## src/rtl/data_receive_engine.sv

```systemverilog
`default_nettype none
// ============================================================================
// Module      : data_receive_engine
// Description : Sink end of the byte-serial link. Accepts DATA_SIZE chunks of
//               DATA_WIDTH bits over a valid/ready handshake and assembles them
//               (first chunk in the LSBs) into one packet. Latches the source and
//               destination addresses, and reports completion, progress and
//               sticky error status (bad addresses, abort, idle timeout).
// Ports       : clk_i, reset_i (async, active-high)
//               start_i, src_address_i, dst_address_i  - packet start request
//               data_in_i, valid_i, ready_o            - byte handshake
//               data_out_o, src_address_o, dst_address_o, count_o
//               done_o (one-cycle pulse), error_o (sticky)
// Revision    : 1.0 - initial release
// ============================================================================
module data_receive_engine #(
    parameter int DATA_WIDTH = 8,
    parameter int DATA_SIZE  = 32,
    parameter int TIMEOUT    = 64
) (
    input  logic                             clk_i,
    input  logic                             reset_i,
    input  logic                             start_i,
    input  logic [15:0]                      src_address_i,
    input  logic [15:0]                      dst_address_i,
    input  logic [DATA_WIDTH-1:0]            data_in_i,
    input  logic                             valid_i,
    output logic                             ready_o,
    output logic [DATA_SIZE*DATA_WIDTH-1:0]  data_out_o,
    output logic [15:0]                      src_address_o,
    output logic [15:0]                      dst_address_o,
    output logic [$clog2(DATA_SIZE):0]       count_o,
    output logic                             done_o,
    output logic                             error_o
);

    localparam int c_CNT_W  = $clog2(DATA_SIZE) + 1;
    localparam int c_PKT_W  = DATA_SIZE * DATA_WIDTH;
    // A zero TIMEOUT still needs a legal (1-bit) counter even though it is unused.
    localparam int c_IDLE_W = (TIMEOUT > 0) ? $clog2(TIMEOUT + 1) : 1;

    localparam logic [c_CNT_W-1:0]  c_CNT_LAST  = c_CNT_W'(DATA_SIZE - 1);
    localparam logic [c_IDLE_W-1:0] c_IDLE_LAST = c_IDLE_W'((TIMEOUT > 0) ? TIMEOUT - 1 : 0);
    localparam logic [c_IDLE_W-1:0] c_IDLE_MAX  = {c_IDLE_W{1'b1}};

    typedef enum logic [1:0] {
        S_IDLE  = 2'd0,
        S_RECV  = 2'd1,
        S_DONE  = 2'd2,
        S_ERROR = 2'd3
    } state_t;

    state_t                r_state;
    state_t                w_state_nxt;
    logic [c_IDLE_W-1:0]   r_idle_cnt;
    logic [c_IDLE_W-1:0]   w_idle_nxt;
    logic                  w_ready_nxt;
    logic [c_PKT_W-1:0]    w_data_nxt;
    logic [15:0]           w_src_nxt;
    logic [15:0]           w_dst_nxt;
    logic [c_CNT_W-1:0]    w_count_nxt;
    logic                  w_done_nxt;
    logic                  w_error_nxt;

    // ------------------------------------------------------------------------
    // Next-state and next-output logic. Every output is registered, so this
    // block computes the value each output register takes on the next edge.
    // ------------------------------------------------------------------------
    always_comb begin
        w_state_nxt = r_state;
        w_idle_nxt  = r_idle_cnt;
        w_ready_nxt = 1'b0;
        w_data_nxt  = data_out_o;
        w_src_nxt   = src_address_o;
        w_dst_nxt   = dst_address_o;
        w_count_nxt = count_o;
        w_done_nxt  = 1'b0;
        w_error_nxt = error_o;

        case (r_state)
            S_IDLE, S_DONE, S_ERROR: begin
                // DONE lasts one cycle; ERROR is held until a start arrives.
                if (r_state == S_DONE) begin
                    w_state_nxt = S_IDLE;
                end
                if (start_i) begin
                    w_src_nxt = src_address_i;
                    w_dst_nxt = dst_address_i;
                    if (src_address_i == dst_address_i) begin
                        // Addresses are kept for diagnosis; packet data is untouched.
                        w_state_nxt = S_ERROR;
                        w_error_nxt = 1'b1;
                    end else begin
                        w_state_nxt = S_RECV;
                        w_ready_nxt = 1'b1;
                        w_data_nxt  = '0;
                        w_count_nxt = '0;
                        w_error_nxt = 1'b0;
                        w_idle_nxt  = '0;
                    end
                end
            end

            S_RECV: begin
                if (start_i) begin
                    // Abort: a concurrent byte is dropped and the count frozen.
                    w_state_nxt = S_ERROR;
                    w_error_nxt = 1'b1;
                end else if (valid_i && ready_o) begin
                    for (int k = 0; k < DATA_SIZE; k++) begin
                        if (count_o == c_CNT_W'(k)) begin
                            w_data_nxt[k*DATA_WIDTH +: DATA_WIDTH] = data_in_i;
                        end
                    end
                    w_count_nxt = count_o + c_CNT_W'(1);
                    w_idle_nxt  = '0;
                    if (count_o == c_CNT_LAST) begin
                        w_state_nxt = S_DONE;
                        w_done_nxt  = 1'b1;
                    end else begin
                        w_ready_nxt = 1'b1;
                    end
                end else begin
                    if (r_idle_cnt != c_IDLE_MAX) begin
                        w_idle_nxt = r_idle_cnt + c_IDLE_W'(1);
                    end
                    // This edge completes the TIMEOUT-th consecutive idle cycle.
                    if ((TIMEOUT != 0) && (r_idle_cnt == c_IDLE_LAST)) begin
                        w_state_nxt = S_ERROR;
                        w_error_nxt = 1'b1;
                    end else begin
                        w_ready_nxt = 1'b1;
                    end
                end
            end

            default: begin
                w_state_nxt = S_IDLE;
            end
        endcase
    end

    // ------------------------------------------------------------------------
    // State and output registers.
    // ------------------------------------------------------------------------
    always_ff @(posedge clk_i or posedge reset_i) begin
        if (reset_i) begin
            r_state       <= S_IDLE;
            r_idle_cnt    <= '0;
            ready_o       <= 1'b0;
            data_out_o    <= '0;
            src_address_o <= '0;
            dst_address_o <= '0;
            count_o       <= '0;
            done_o        <= 1'b0;
            error_o       <= 1'b0;
        end else begin
            r_state       <= w_state_nxt;
            r_idle_cnt    <= w_idle_nxt;
            ready_o       <= w_ready_nxt;
            data_out_o    <= w_data_nxt;
            src_address_o <= w_src_nxt;
            dst_address_o <= w_dst_nxt;
            count_o       <= w_count_nxt;
            done_o        <= w_done_nxt;
            error_o       <= w_error_nxt;
        end
    end

endmodule
`default_nettype wire

```

## config.mk

```make
export PLATFORM = sky130hd
export DESIGN_NAME = data_receive_engine
export DESIGN_NICKNAME = d
export VERILOG_FILES = /design/src/rtl/data_receive_engine.sv
export SDC_FILE = /design/constraint.sdc
export NUM_CORES = 1
export LEC_CHECK = 0
export ABC_AREA = 1
export CORE_MARGIN = 3
export CORE_UTILIZATION = 50
export CTS_CLUSTER_DIAMETER = 100
export CTS_CLUSTER_SIZE = 8
export DETAILED_ROUTE_END_ITERATION = 6
export GPL_TIMING_DRIVEN = 0
export HOLD_SLACK_MARGIN = 0.12
export MAX_ROUTING_LAYER = met4
export PLACE_DENSITY = 0.81
export SLEW_MARGIN = 30
export SYNTH_ARGS = -nofsm -noshare
export SYNTH_HDL_FRONTEND = slang
export SYNTH_SLANG_ARGS = --single-unit
```

## constraint.sdc

```tcl
create_clock -name clk_i -period 13.25 [get_ports clk_i]
set_input_delay 2.65 -clock clk_i [delete_from_list [all_inputs] [get_ports clk_i]]
set_output_delay 2.65 -clock clk_i [all_outputs]
set_load 0.05 [all_outputs]
```

==> impl_metrics.json <==
{
  "violations": "design-rule violations",
  "start_kind": "input port",
  "synth_area_leaders": "dfrtp_1 54%, nand2_1 16%, nand4_1 12%",
  "routed_wl_um": 48100,
  "cts_tree": "done",
  "tightest_slew_ps": 994,
  "cts_buffer_depth": 3,
  "h-tree-depth": 2,
  "hpwl_um": 33700,
  "grt_usage": 0.323,
  "dr.pass1.iters": 7,
  "ys_types": 30,
  "post-place-ws_ps": 7990,
  "synthesis.nets": 1610,
  "die_h_um": 174,
  "leakagePower_nw": 9.20,
  "postCtsSetupRepairBufs": 0,
  "ys_seq_elements": 306,
  "start_util": 0.515,
  "reg2reg_depth": 10,
  "antenna_found_initial": 0,
  "cts_hold_buf": 0,
  "syn_to_final_growth_pct": 36.3,
  "finalClockSkew_ps": 18.0,
  "clockRootBuffer": "clkbuf_16",
  "rsz0062_at_grt": "no",
  "fp.dieW_um": 174,
  "clock_sinks": 306,
  "io_pins": 341,
  "critPathKind": "input port to register",
  "ys_warn_count": 0,
  "design.die.area_sq_um": 30200,
  "ys_seq_area_frac": 0.544,
  "hold_viol": 0,
  "ant_nets": 0,
  "ff_latch_area_sq_um": 7660,
  "power_density_nw_per_um2": 274,
  "fmax_ghz": 0.210,
  "overflow": 0,
  "grt_pass1_wl_um": 75500,
  "num-fill-cells": 2116,
  "core_region_area_sq_um": 27300,
  "vias": 13500,
  "multi_input_area_sq_um": 5690,
  "wl_met3_um": 4600,
  "io_buffers": 340,
  "drv_slew": 0,
  "cts.repair.resized": 0,
  "synth_area_sq_um": 14100,
  "relSlewSlack": 0.337,
  "row_count": 60,
  "antenna-diode-count": 0,
  "irDropWorstVdd_mv": 0.163,
  "syn_area_per_cell_sq_um": 9.04,
  "drc": 1,
  "setup.worst_path.end_class": "register",
  "yosys.area.top_type_share": 0.544,
  "place_congestion": 0.957,
  "clkTransAtPathRegs_ps": 50,
  "final_common_cell": "nand2_1",
  "met2_length_um": 22700,
  "drv_cap": 0,
  "arrival_ps": 5160,
  "grt_pass1_vias": 13300,
  "fin_ws_ps": 8500,
  "layout-drive-gt1-share": 0.0965,
  "nNetsFinal": 1999,
  "finalNonFillerCells": 2321,
  "synth_top_area_cell": "dfrtp_1",
  "grt_max_degree": 97,
  "drt_iter0_markers": 1651,
  "fin_crit_sh": 0.359,
  "highest_layer": "met4",
  "clkLatencyLatePin_ps": 530,
  "dp.cells": 2273,
  "wl_per_cell_um": 20.7,
  "path_max_fanout": 10,
  "final_cell_mix": "590 x nand2_1, 340 x clkdlybuf4s50_1, 306 x dfrtp_1, 260 x nand4_1, 60 x clkbuf_1",
  "via_per_inst": 5.83,
  "period_needed_ps": 4750,
  "required_ps": 13660,
  "wl_met1_um": 18700,
  "status": "complete, but fails checks",
  "regToRegSetupSlack_ps": 10260,
  "syn_inst": 1558,
  "min_path_type": "register to register",
  "cts-buffers-inserted": 44,
  "min_path_cells": 2,
  "setup_viol": 0
}
## per-stage QoR
stage          hold WS, ps  power (mW)  TNS [ps]  utilization  instance area (sq um)
2_1_floorplan          469        3.25         0            -                  14100
3_5_place_dp           458        4.27         0        0.660                  18000
4_1_cts                469        5.26         0        0.702                  19200
6_report               466        5.26         0        0.702                  19200
5_1_grt                490        5.46         0        0.702                  19200
3_3_place_gp           454        4.22   -440310        0.657                  18000
## worst paths after layout
path,to,startpoint
max in group asynchronous,data_out_o[194]$_DFFE_PP0P_,reset_i
worst min register to register,data_out_o[194]$_DFFE_PP0P_,data_out_o[194]$_DFFE_PP0P_
worst max-delay path,data_out_o[5]$_DFFE_PP0P_,start_i
worst max register to register,data_out_o[22]$_DFFE_PP0P_,r_state[0]$_DFFE_PP0P_
min in group asynchronous,src_address_o[0]$_DFFE_PP0P_,reset_i
worst min-delay path,data_out_o[194]$_DFFE_PP0P_,data_out_o[194]$_DFFE_PP0P_
## critical path, cell delays in order
cell	delay, ps
clkdlybuf4s50_1	610
inv_1	160
ha_1	290
inv_1	120
o21ai_2	110
buf_2	230
a21oi_2	550
nand3_4	260
nand2_1	110
nand2_1	70
## sequential cells by signal, indices dropped and copies added (netlist names)
signal and cells:
dst_address_o 16, error_o 1, r_idle_cnt 7, r_state 2, count_o 6, done_o 1
data_out_o 256, ready_o 1, src_address_o 16
## report_power, final
part / switching (mW) / internal, mW / total (mW)
logic: 1.95 / 0.800 / 2.75
registers: 0.247 / 1.28 / 1.53
clock network: 0.383 / 0.594 / 0.977
## layer usage
layer,global-route usage,vias to the layer above
met3,0.0644,143
met1,0.414,6543
met5,-,-
met4,0.130,0
li1,-,6066
met2,0.507,774
## cell type report
cell class                      count  area share
Sequential cell                   306       0.399
Multi-Input combinational cell   1089       0.296
Timing Repair Buffer              343       0.182
Clock buffer                       45      0.0587
Buffer                            108      0.0278
Tap cell                          372      0.0243
Inverter                           55      0.0111
Clock inverter                      3     0.00137
## logic make-up (layout without fill, tap and decap cells)
group,Yosys count,after routing,share of synthesized area
compound gates,70,70,0.0399
xor+xnor,1,1,0.000622
fa+ha+maj,8,8,0.00711
buf+inv,163,554,0.0525
flops,306,306,0.544
mux,14,14,0.0112
simple gates,996,996,0.345
## cell usage after synthesis (all sizes together)
cell type	count
nand2	592
nand4	260
dfrtp	306
ha	8
o21bai	2
buf	48
o21ai	15
clkbuf	60
nor3	1
a31oi	3
inv	55
nand3	77
xor2	1
nand3b	2
mux2	14
nor2	64
a21oi	50
Note: power is estimated with default switching activity, not from simulation.
==> edit (same settings) <==
Encoding of `state_t`: now one-hot (4 bits for 4 states).
--- a/src/rtl/data_receive_engine.sv
+++ b/src/rtl/data_receive_engine.sv
@@ -43,11 +43,11 @@
     localparam logic [c_IDLE_W-1:0] c_IDLE_LAST = c_IDLE_W'((TIMEOUT > 0) ? TIMEOUT - 1 : 0);
     localparam logic [c_IDLE_W-1:0] c_IDLE_MAX  = {c_IDLE_W{1'b1}};
 
-    typedef enum logic [1:0] {
-        S_IDLE  = 2'd0,
-        S_RECV  = 2'd1,
-        S_DONE  = 2'd2,
-        S_ERROR = 2'd3
+    typedef enum logic [3:0] {
+        S_IDLE  = 4'b0001,
+        S_RECV  = 4'b0010,
+        S_DONE  = 4'b0100,
+        S_ERROR = 4'b1000
     } state_t;
 
     state_t                r_state;
Check against the original RTL: same outputs for any inputs over 4 cycles, from zero or initial values and one cycle with reset_i high; so few cycles prove little.
==> edit against the unedited design <==
- sequential cell count increased by 2
- wire length increased by 5.4%
- critical endpoint is now count_o[3]
- global-route usage decreased by 0.079 points
- critical path type is now reg -> out
- final cell count increased by 4.8%
- synthesized area increased by 5.7%
- non-clock buffer count increased by 2
- worst setup slack improved by 0.18 ns
- sequential share of layout area decreased by 1.5 points
- via count increased by 6.1%
- design area increased by 4.6%
Power is not shown: default switching activity piles up to over one toggle a cycle in this logic, so the estimate is an artifact.
==> edit: results (changes against the unedited design) <==
The tools report the end of the worst register-to-register path as data_out_o[140] (was data_out_o[22]). The routability congestion estimate was 1.02 (was 0.957); the count of different cell masters after synthesis was 36 (was 30). The number of search-and-repair iterations in the first detailed-routing pass was 6 (was 7). The total instance count after detailed placement is 2376 (was 2273), and the per-instance average area after synthesis is 9.03 sq um (was 9.04 sq um).

The launch point of the worst reg-to-reg path is r_state[3] (was r_state[0]). The total number of nets in the final design is 2087 (was 1999). The depth of the worst register-to-register path was 6 (was 10); the detailed-routing wirelength on met1 was 19400 microns (was 18700 microns). Number of global-route vias before repair: 13800 (was 13300). The final routed wire length divided by cell count is 20.8 microns (was 20.7 microns), and the share of synthesized area occupied by flip-flops and latches is 0.518 (was 0.544). The run finished with clean final reports. The routed length on met3 was 5010 microns (was 4600 microns); the die width was 179 microns (was 174 microns). Leading post-synthesis cells by instance count: 678 x sky130_fd_sc_hd__nand2_1, 307 x sky130_fd_sc_hd__dfrtp_1, 267 x sky130_fd_sc_hd__nand4_1 (was 590 x sky130_fd_sc_hd__nand2_1, 306 x sky130_fd_sc_hd__dfrtp_1, 260 x sky130_fd_sc_hd__nand4_1). Wire length of the first global-routing pass: 77500 microns (was 75500 microns).

The overall fraction of global-route tracks in use was 0.322 (was 0.323). The run gives 10.84 ns (was 10.26 ns) as the flop-to-flop setup slack. For the number of nets produced by synthesis, the log shows 1698 (was 1610).

The run gives 35500 microns (was 33700 microns) as the detailed-placement wirelength estimate. The total met2 wirelength after detailed routing was 23600 microns (was 22700 microns). Start point of the critical path: count_o[3] (was start_i). Top cells by area in the synthesized netlist: sky130_fd_sc_hd__dfrtp_1 52%, sky130_fd_sc_hd__nand2_1 17%, sky130_fd_sc_hd__nand4_1 11%, sky130_fd_sc_hd__nor2_8 4.0%, sky130_fd_sc_hd__nand3_4 3.6% (was sky130_fd_sc_hd__dfrtp_1 54%, sky130_fd_sc_hd__nand2_1 16%, sky130_fd_sc_hd__nand4_1 12%, sky130_fd_sc_hd__nand3_4 2.6%, sky130_fd_sc_hd__clkbuf_1 1.6%). The longest individual stage delay on the worst path was 0.88 ns (was 0.61 ns).

The pin count of the biggest net entering global routing is 99 (was 97). The share of post-route cells with drive strength above 1 is 0.106 (was 0.0965), and the detailed-route wire length is 50700 microns (was 48100 microns). The slew at the pin with the worst max-slew slack works out to 0.996 ns (was 0.994 ns). The launch point of the worst hold path is data_out_o[193] (was data_out_o[194]).

The via count normalized by instance count works out to 5.90 (was 5.83). The highest net fanout along the worst path was 6 (was 10). The capture point of the critical path was count_o[3] (was data_out_o[5]). The data arrival time of the worst path is 1.92 ns (was 5.16 ns).
==> edit: cell types whose count changed after synthesis, moves of 14 or more <==
cell | before | now
sky130_fd_sc_hd__nand2_1 | 590 | 678
sky130_fd_sc_hd__nand3_1 | 45 | 7
sky130_fd_sc_hd__o21ai_0 | 14 | 48
sky130_fd_sc_hd__nor2_8 | 0 | 30
sky130_fd_sc_hd__a21oi_2 | 20 | 0
sky130_fd_sc_hd__nand2_2 | 1 | 21
sky130_fd_sc_hd__nor2_1 | 58 | 38
sky130_fd_sc_hd__a21oi_1 | 19 | 1
sky130_fd_sc_hd__o21ai_1 | 0 | 16
sky130_fd_sc_hd__buf_2 | 27 | 41
==> edit: layout make-up <==
class / instances / area [sq um]
Clock inverter: 4 / 75.1
Sequential cell: 308 / 7710
Inverter: 59 / 231
Timing Repair Buffer: 343 / 3490
Fill cell: 2184 / 8940
Tap cell: 384 / 480
Clock buffer: 52 / 1130
Multi-Input combinational cell: 1172 / 6340
Buffer: 110 / 618
==> edit: worst min-delay path, cell delays in order, from the launching register on <==
cell and delay, ns:
sky130_fd_sc_hd__dfrtp_1 0.33, sky130_fd_sc_hd__nand2_1 0.05, sky130_fd_sc_hd__nand2_1 0.04
==> edit: how the worst min path moves through the flow <==
| stage | endpoint |
|---|---|
| 4_1_cts | data_out_o[7] |
| 6_report | data_out_o[193] |
| 3_3_place_gp | data_out_o[7] |
| 5_1_grt | data_out_o[122] |
| 3_5_place_dp | data_out_o[122] |
| 2_1_floorplan | r_idle_cnt[4] |
==> edit: logic make-up (layout without fill, tap and decap cells) <==
kind of cell / after synthesis / in the layout / synth area share
and+or+nand+nor: 1095 / 1095 / 0.395
DFF: 308 / 308 / 0.518
buffers and inverters: 169 / 568 / 0.0565
AOI/OAI and AO/OA: 66 / 66 / 0.0223
adders and majority gates: 5 / 5 / 0.00420
xor gates and xnor gates: 4 / 4 / 0.00235
muxes: 2 / 2 / 0.00151
==> edit: per-layer routing <==
| metal | vias up | global-route usage |
|---|---|---|
| met1 | 6943 | 0.418 |
| li1 | 6292 | - |
| met3 | 192 | 0.0590 |
| met5 | - | - |
| met4 | 0 | 0.146 |
| met2 | 919 | 0.495 |
==> edit: stage by stage <==
stage | instance area, sq um | hold slack [ns] | setup WS [ns] | TNS [ns]
after floorplan | 14900 | 0.442 | 2.09 | 0
after global placement | 18800 | 0.453 | -1.41 | -426.04
after detailed placement | 18900 | 0.457 | 8.42 | 0
after CTS | 20100 | 0.470 | 8.68 | 0
after global routing | 20100 | 0.483 | 8.61 | 0
final | 20100 | 0.463 | 8.68 | 0
